File: src/rtl/rtc_multi_pkg.sv
// Shared register-map offsets and bit positions for the multi-alarm RTC.
package rtc_multi_pkg;

   localparam logic [11:0] OFF_DR          = 12'h000;
   localparam logic [11:0] OFF_LR          = 12'h004;
   localparam logic [11:0] OFF_CR          = 12'h008;
   localparam logic [11:0] OFF_PRESC       = 12'h00C;
   localparam logic [11:0] OFF_RIS         = 12'h010;
   localparam logic [11:0] OFF_MIS         = 12'h014;
   localparam logic [11:0] OFF_IMSC        = 12'h018;
   localparam logic [11:0] OFF_ICR         = 12'h01C;
   localparam logic [11:0] OFF_MR_BASE     = 12'h040;
   localparam logic [11:0] OFF_PERIOD_BASE = 12'h060;
   localparam logic [11:0] OFF_MCTRL_BASE  = 12'h080;

   // Each per-channel bank spans 8 words; the low 5 address bits pick the channel.
   localparam logic [11:0] CH_BANK_MASK    = 12'hFE0;

   localparam int unsigned MCTRL_MEN_BIT   = 0;
   localparam int unsigned MCTRL_PER_BIT   = 1;
   localparam int unsigned CR_EN_BIT       = 0;

   function automatic logic in_bank(input logic [11:0] addr, input logic [11:0] base);
      return (addr & CH_BANK_MASK) == base;
   endfunction

endpackage

File: src/rtl/rtc_match_chan.sv
// One match channel: MR/PERIOD/MCTRL storage, compare on tick, periodic re-arm or one-shot disarm.
module rtc_match_chan
   import rtc_multi_pkg::*;
#(
   parameter int unsigned CNT_W = 32
) (
   input  logic             clk_i,
   input  logic             rst_i,
   input  logic             tick_i,
   input  logic [CNT_W-1:0] cnt_next_i,
   input  logic [CNT_W-1:0] wdata_i,
   input  logic [1:0]       ctrl_i,
   input  logic             mr_we_i,
   input  logic             per_we_i,
   input  logic             ctrl_we_i,
   output logic [CNT_W-1:0] mr_o,
   output logic [CNT_W-1:0] per_o,
   output logic             men_o,
   output logic             periodic_o,
   output logic             hit_o
);

   logic [CNT_W-1:0] mr_q, mr_d, per_q, per_d;
   logic             men_q, men_d, periodic_q, periodic_d;

   assign hit_o = tick_i & men_q & (cnt_next_i == mr_q);

   // Hardware updates first, so a same-edge APB write overrides them.
   always_comb begin
      mr_d       = mr_q;
      per_d      = per_q;
      men_d      = men_q;
      periodic_d = periodic_q;
      if (hit_o && periodic_q)  mr_d  = mr_q + per_q;
      if (hit_o && !periodic_q) men_d = 1'b0;
      if (mr_we_i)  mr_d  = wdata_i;
      if (per_we_i) per_d = wdata_i;
      if (ctrl_we_i) begin
         men_d      = ctrl_i[MCTRL_MEN_BIT];
         periodic_d = ctrl_i[MCTRL_PER_BIT];
      end
   end

   always_ff @(posedge clk_i) begin
      if (rst_i) begin
         mr_q       <= '0;
         per_q      <= '0;
         men_q      <= 1'b0;
         periodic_q <= 1'b0;
      end else begin
         mr_q       <= mr_d;
         per_q      <= per_d;
         men_q      <= men_d;
         periodic_q <= periodic_d;
      end
   end

   assign mr_o       = mr_q;
   assign per_o      = per_q;
   assign men_o      = men_q;
   assign periodic_o = periodic_q;

endmodule

File: src/rtl/rtc_multi_alarm.sv
// APB real-time counter: prescaler, wrapping counter, N match channels, masked level interrupts.
module rtc_multi_alarm
   import rtc_multi_pkg::*;
#(
   parameter int unsigned CNT_W     = 32,
   parameter int unsigned N_MATCH   = 4,
   parameter int unsigned PRESC_W   = 16,
   parameter int unsigned PRESC_RST = 0
) (
   input  logic               PCLK,
   input  logic               PRESET,
   input  logic               PSEL,
   input  logic               PENABLE,
   input  logic               PWRITE,
   input  logic [11:2]        PADDR,
   input  logic [31:0]        PWDATA,
   output logic [31:0]        PRDATA,
   output logic               RTCINTR,
   output logic [N_MATCH-1:0] RTCINTR_CH,
   output logic               RTCTICK
);

   logic [CNT_W-1:0]   cnt_q, cnt_d, cnt_inc;
   logic [PRESC_W-1:0] pcnt_q, pcnt_d, presc_q, presc_d;
   logic               en_q, en_d;
   logic [N_MATCH:0]   ris_q, ris_d, imsc_q, imsc_d, mis;

   logic [11:0] addr;
   logic [2:0]  chan;
   logic        wr_en, wr_lr, wr_cr, wr_presc, wr_imsc, wr_icr;
   logic        mr_sel, per_sel, ctrl_sel;
   logic        tick, tick_eff, ovf;

   logic [CNT_W-1:0]   mr_a  [N_MATCH];
   logic [CNT_W-1:0]   per_a [N_MATCH];
   logic [N_MATCH-1:0] men_a, periodic_a, hit;

   assign addr     = {PADDR, 2'b00};
   assign chan     = addr[4:2];
   assign wr_en    = PSEL & PENABLE & PWRITE;
   assign wr_lr    = wr_en & (addr == OFF_LR);
   assign wr_cr    = wr_en & (addr == OFF_CR);
   assign wr_presc = wr_en & (addr == OFF_PRESC);
   assign wr_imsc  = wr_en & (addr == OFF_IMSC);
   assign wr_icr   = wr_en & (addr == OFF_ICR);
   assign mr_sel   = in_bank(addr, OFF_MR_BASE);
   assign per_sel  = in_bank(addr, OFF_PERIOD_BASE);
   assign ctrl_sel = in_bank(addr, OFF_MCTRL_BASE);

   // A load in the same cycle swallows the tick: no increment, match or overflow.
   assign tick     = en_q & (pcnt_q == '0);
   assign tick_eff = tick & ~wr_lr;
   assign cnt_inc  = cnt_q + 1'b1;
   assign ovf      = tick_eff & (cnt_q == '1);

   for (genvar g = 0; g < N_MATCH; g++) begin : g_ch
      rtc_match_chan #(.CNT_W(CNT_W)) u_chan (
         .clk_i      (PCLK),
         .rst_i      (PRESET),
         .tick_i     (tick_eff),
         .cnt_next_i (cnt_inc),
         .wdata_i    (PWDATA[CNT_W-1:0]),
         .ctrl_i     ({PWDATA[MCTRL_PER_BIT], PWDATA[MCTRL_MEN_BIT]}),
         .mr_we_i    (wr_en & mr_sel & (chan == 3'(g))),
         .per_we_i   (wr_en & per_sel & (chan == 3'(g))),
         .ctrl_we_i  (wr_en & ctrl_sel & (chan == 3'(g))),
         .mr_o       (mr_a[g]),
         .per_o      (per_a[g]),
         .men_o      (men_a[g]),
         .periodic_o (periodic_a[g]),
         .hit_o      (hit[g])
      );
   end

   always_comb begin
      cnt_d   = cnt_q;
      pcnt_d  = pcnt_q;
      presc_d = presc_q;
      en_d    = en_q;
      imsc_d  = imsc_q;
      ris_d   = ris_q;
      if (en_q) pcnt_d = (pcnt_q == '0) ? presc_q : pcnt_q - 1'b1;
      if (wr_cr) begin
         en_d = PWDATA[CR_EN_BIT];
         if (PWDATA[CR_EN_BIT] && !en_q) pcnt_d = presc_q;
      end
      if (wr_presc) begin
         presc_d = PWDATA[PRESC_W-1:0];
         pcnt_d  = PWDATA[PRESC_W-1:0];
      end
      if (tick_eff) cnt_d = cnt_inc;
      if (wr_lr) begin
         cnt_d  = PWDATA[CNT_W-1:0];
         pcnt_d = presc_q;
      end
      if (wr_imsc) imsc_d = PWDATA[N_MATCH:0];
      // Clear is applied before set so a coincident hardware event survives.
      if (wr_icr) ris_d = ris_q & ~PWDATA[N_MATCH:0];
      ris_d = ris_d | {ovf, hit};
   end

   always_ff @(posedge PCLK) begin
      if (PRESET) begin
         cnt_q   <= '0;
         pcnt_q  <= PRESC_W'(PRESC_RST);
         presc_q <= PRESC_W'(PRESC_RST);
         en_q    <= 1'b0;
         imsc_q  <= '0;
         ris_q   <= '0;
      end else begin
         cnt_q   <= cnt_d;
         pcnt_q  <= pcnt_d;
         presc_q <= presc_d;
         en_q    <= en_d;
         imsc_q  <= imsc_d;
         ris_q   <= ris_d;
      end
   end

   always_comb begin
      PRDATA = '0;
      case (addr)
         OFF_DR:    PRDATA[CNT_W-1:0]   = cnt_q;
         OFF_CR:    PRDATA[CR_EN_BIT]   = en_q;
         OFF_PRESC: PRDATA[PRESC_W-1:0] = presc_q;
         OFF_RIS:   PRDATA[N_MATCH:0]   = ris_q;
         OFF_MIS:   PRDATA[N_MATCH:0]   = mis;
         OFF_IMSC:  PRDATA[N_MATCH:0]   = imsc_q;
         default:   ;
      endcase
      for (int unsigned i = 0; i < N_MATCH; i++) begin
         if (chan == 3'(i)) begin
            if (mr_sel)  PRDATA[CNT_W-1:0] = mr_a[i];
            if (per_sel) PRDATA[CNT_W-1:0] = per_a[i];
            if (ctrl_sel) begin
               PRDATA[MCTRL_MEN_BIT] = men_a[i];
               PRDATA[MCTRL_PER_BIT] = periodic_a[i];
            end
         end
      end
      if (!(PSEL && !PWRITE)) PRDATA = '0;
   end

   assign mis        = ris_q & imsc_q;
   assign RTCINTR_CH = mis[N_MATCH-1:0];
   assign RTCINTR    = |mis;
   assign RTCTICK    = tick;

endmodule

File: config.mk
export PLATFORM = sky130hd
export DESIGN_NAME = rtc_multi_alarm
export DESIGN_NICKNAME = d
export VERILOG_FILES = /design/src/rtl/rtc_multi_pkg.sv /design/src/rtl/rtc_match_chan.sv /design/src/rtl/rtc_multi_alarm.sv
export SDC_FILE = /design/constraint.sdc
export NUM_CORES = 1
export LEC_CHECK = 0
export ABC_AREA = 1
export CORE_MARGIN = 3
export CORE_UTILIZATION = 40
export DETAILED_ROUTE_END_ITERATION = 10
export RECOVER_POWER = 100
export SLEW_MARGIN = 20
export SYNTH_ARGS = -nofsm -noshare
export SYNTH_HDL_FRONTEND = slang
export SYNTH_SLANG_ARGS = --single-unit
File: constraint.sdc
create_clock -name PCLK -period 2.8 [get_ports PCLK]
set_input_delay 0.42 -clock PCLK [delete_from_list [all_inputs] [get_ports PCLK]]
set_output_delay 0.42 -clock PCLK [all_outputs]
set_load 0.01 [all_outputs]
==> results of run 1 <==
[state kept, by name, indices dropped and copies added (netlist names)]
signal,flops
g_ch.u_chan.mr_o,128
g_ch.u_chan.per_o,128
cnt_q,32
pcnt_q,16
presc_q,16
imsc_q,5
ris_q,5
g_ch.u_chan.men_o,4
g_ch.u_chan.periodic_o,4
en_q,1
[synth_stat cells, drive strengths merged, types with 9 or more instances]
cell type  instances  area (um2)
o21bai            13        97.6
inv              439        1650
xnor2             83         727
o21ai            490        2450
nand2            850        3220
a221oi            25         219
a21boi            20         150
nor2             260        1010
ha               127        1590
nand3            253        1270
nor3              63         363
buf               45         260
a31oi             26         163
xor2             156        1410
or2               10        62.6
nand4             39         278
clkbuf           175         657
a21o              15         113
nand3b             9        67.6
a21oi            589        2950
o21a              10        75.1
dfxtp            339        6790
o211ai            45         338
nor4              14        93.8
o22ai             38         238
[metal layers]
layer | up-vias | track usage [%]
met5 | - | 0
met1 | 15172 | 45.1
li1 | 15547 | -
met2 | 1489 | 53.9
met4 | 0 | 23.6
met3 | 405 | 4.92
[how the worst max path moves through the flow]
stage	to	start	cells after the start	slack (ns)
after floorplan	g_ch[1].u_chan.mr_o[10]	cnt_q[0]	17	0.006
after global placement	PRDATA[31]	PADDR[7]	16	-1.32
after detailed placement	PRDATA[16]	PADDR[10]	18	-1.33
after CTS	g_ch[1].u_chan.mr_o[18]	cnt_q[0]	20	-0.41
after global routing	g_ch[1].u_chan.mr_o[1]	cnt_q[3]	19	-0.65
final	g_ch[1].u_chan.mr_o[16]	cnt_q[0]	21	-0.56
[worst max-delay path: stages, from the launching register on]
cell	delay, ns
dfxtp_4	0.39
ha_4	0.16
nand3_4	0.10
inv_4	0.08
nand2_4	0.06
nor3_4	0.19
buf_4	0.16
buf_6	0.13
nand2_1	0.06
nand2_1	0.08
nand2_2	0.12
buf_4	0.18
xnor2_1	0.13
nor3_2	0.22
nand2_2	0.13
nor2_4	0.26
nand4_4	0.15
buf_12	0.18
nand2_8	0.13
buf_12	0.18
nand2_2	0.07
a21oi_2	0.13
[power groups by stage]
stage                     Sequential (mW)  Combinational, mW  Clock, mW
after floorplan                      4.93              0.266          0
after global placement               4.93              0.692          0
after detailed placement             4.93              0.692          0
after CTS                            4.82              0.759       5.90
after global routing                 4.82              0.824       6.09
final                                4.82              0.790       5.87
[cell families (layout without fill, tap and decap cells)]
family | Yosys count | after routing
AOI/OAI and AO/OA | 1314 | 1314
xor gates and xnor gates | 239 | 239
adders and majority gates | 131 | 131
buffers and inverters | 665 | 1359
DFF | 339 | 339
muxes | 1 | 1
and+or+nand+nor | 1501 | 1502
[through the flow]
| stage | cells | TNS (ns) | total power [mW] | utilization [%] |
|---|---|---|---|---|
| 4_1_cts | 5720 | -48.92 | 11.5 | 55.9 |
| 6_report | 5749 | -68.14 | 11.5 | 57.2 |
| 3_3_place_gp | 5558 | -129.64 | 5.62 | 50.2 |
| 2_1_floorplan | 4190 | 0 | 5.20 | - |
| 3_5_place_dp | 5558 | -137.88 | 5.62 | 50.2 |
| 5_1_grt | 5749 | -94.97 | 11.7 | 57.2 |
[cell type report]
cell class | count | share of cell area (%)
repair buffers | 842 | 20.3
inverters | 445 | 4.53
flip-flops and latches | 339 | 18.0
multi-input cells | 3187 | 50.5
repair inverters | 1 | 0.0431
clock buffers | 57 | 3.31
clock inverters | 14 | 0.484
well taps | 864 | 2.86
[timing repair]
action | CTS | global route
hold endpoints to repair | 0 | 0
endpoints found under the setup margin | 169 | 168
resized for setup | 642 | 178
pin swaps | 182 | 90
cloned | 14 | 10
setup buffers | 84 | 21
==> reports/results.txt, run 1 <==
CP Class -> reg -> reg
failing checks -> setup timing
met3 WL -> 10800 um
CP required -> 3.31 ns
CTS buffer count -> 42
synthesized area -> 26700 um2
CTS max path bufs -> 3
ys flop type -> dfxtp_1
setup violators final -> 198
clk_lat worst skew -> 0.59 ns
top sig layer -> met4
most frequent cells in the layout -> 759 x nand2_1, 600 x buf_4, 483 x a21oi_1
Sink Count -> 339
Vert. Die Dim -> 265 um
first-pass GRT wire length -> 186000 um
First DRT Iteration DRCs -> 3376
Mean Syn Cell Area -> 6.38 um2
setup ws final -> -0.561 ns
XOR/XNOR Fraction of Synth Area -> 7.98%
Synth Area in Simple Gates -> 23.9%
FILL cells -> 6403
RSZ-0062 raised after global routing -> yes
Tmin final -> 3.36 ns
depth of the CTS H-tree -> 2
switching power -> 2.92 mW
period utilization -> 120%
hold depth -> 2
Max Fclk -> 0.298 GHz
Final Hold Viols -> 0
drt drc -> 0
Final Hold Slack -> 0.220 ns
gpl congestion -> 1.01
Critical R2R Launch -> cnt_q[0]
Detailed Place HPWL -> 94300 um
area of the multi-input gates -> 19100 um2
crit path DAT -> 3.87 ns
static leakage -> 16.7 nW
Initial Utilization -> 40.5%
overall die width -> 265 um
Sw Share -> 25.4%
Max-Cap Viols -> 0
PortBufs -> 84
area post-placement -> 33100 um2
worst hold-check path type -> in -> reg
nets@finish -> 5036
Slew @ Worst Pin -> 0.907 ns
syn_nets -> 4368
worst hold endpoint -> cnt_q[17]
Rel. slew slack -> 39.4%
Layout area overhead -> 41.2%
Reg area -> 6810 um2
Unique masters post-synth -> 59
Place WS -> -1.33 ns
Pint -> 8.56 mW
largest fanout on the critical path -> 8
worst hold path startpoint -> PRESET
Yosys reg bits -> 339
most common cell after layout, fill and taps aside -> nand2_1
combinational power share -> 6.9%
R2R depth -> 21
Post-synth EDFFs -> 0
Post-DRT Antenna Nets -> 0
Final Max Slew Viols -> 0
Reg-to-Reg End -> g_ch[1].u_chan.mr_o[16]
mux contribution to synthesized area -> 0.0374%
asr flop ratio synth -> 0%
sequential-to-total area share from yosys stat -> 25.4%
Seq pwr share -> 42.0%
adder-cell share of the synthesized area -> 6.24%
pwr/cell area -> 304 nW/um2
CORE AREA -> 66000 um2
initial antenna violation count -> 0
setup slack, reg-to-reg -> -0.56 ns
met2 wire len -> 54300 um
die area -> 70000 um2
total wire length -> 128000 um
Hold-fix buffers, CTS -> 0
synth warn -> 0
routed len/inst -> 22.2 um
total global routing track utilization -> 34.8%
largest net degree at the start of global routing -> 112
Detailed Routing Iterations Pass 1 -> 8
clock share of power -> 51.1%
layout cells sized above 1 -> 26.0%
via count -> 32613
Antenna Cells -> 0
vias in the first global route -> 30259
io pins -> 85
crit path capture type -> register
Vias/cell -> 5.67
CTS tree -> built
Max Clock Skew -> 0.0198 ns
status -> complete, but fails checks
WL met1 -> 52600 um
gr ovfl total -> 0
Clock Pin Slew Worst Setup and Hold Paths -> 0.06 ns
Post-Syn Instances -> 4190
largest family of logic cells by synthesized area -> compound AO/OA/AOI/OAI gates
FP Rows -> 94
compound-gate portion of the synthesized area -> 26.8%
fin area -> 37800 um2
clk root buf -> clkbuf_16
Max IR drop VDD -> 0.490 mV
Worst setup SP type -> register
Power figures use the tool's default switching activity.
==> run 2: changes to the inputs <==
--- a/config.mk
+++ b/config.mk
@@ -10,7 +10,7 @@
 export CORE_UTILIZATION = 40
 export DETAILED_ROUTE_END_ITERATION = 10
 export RECOVER_POWER = 100
-export SLEW_MARGIN = 20
+export SLEW_MARGIN = 0
 export SYNTH_ARGS = -nofsm -noshare
 export SYNTH_HDL_FRONTEND = slang
 export SYNTH_SLANG_ARGS = --single-unit
==> results of run 2 <==
Same layout as run 1: the final DEF is identical, and so are final timing and power.
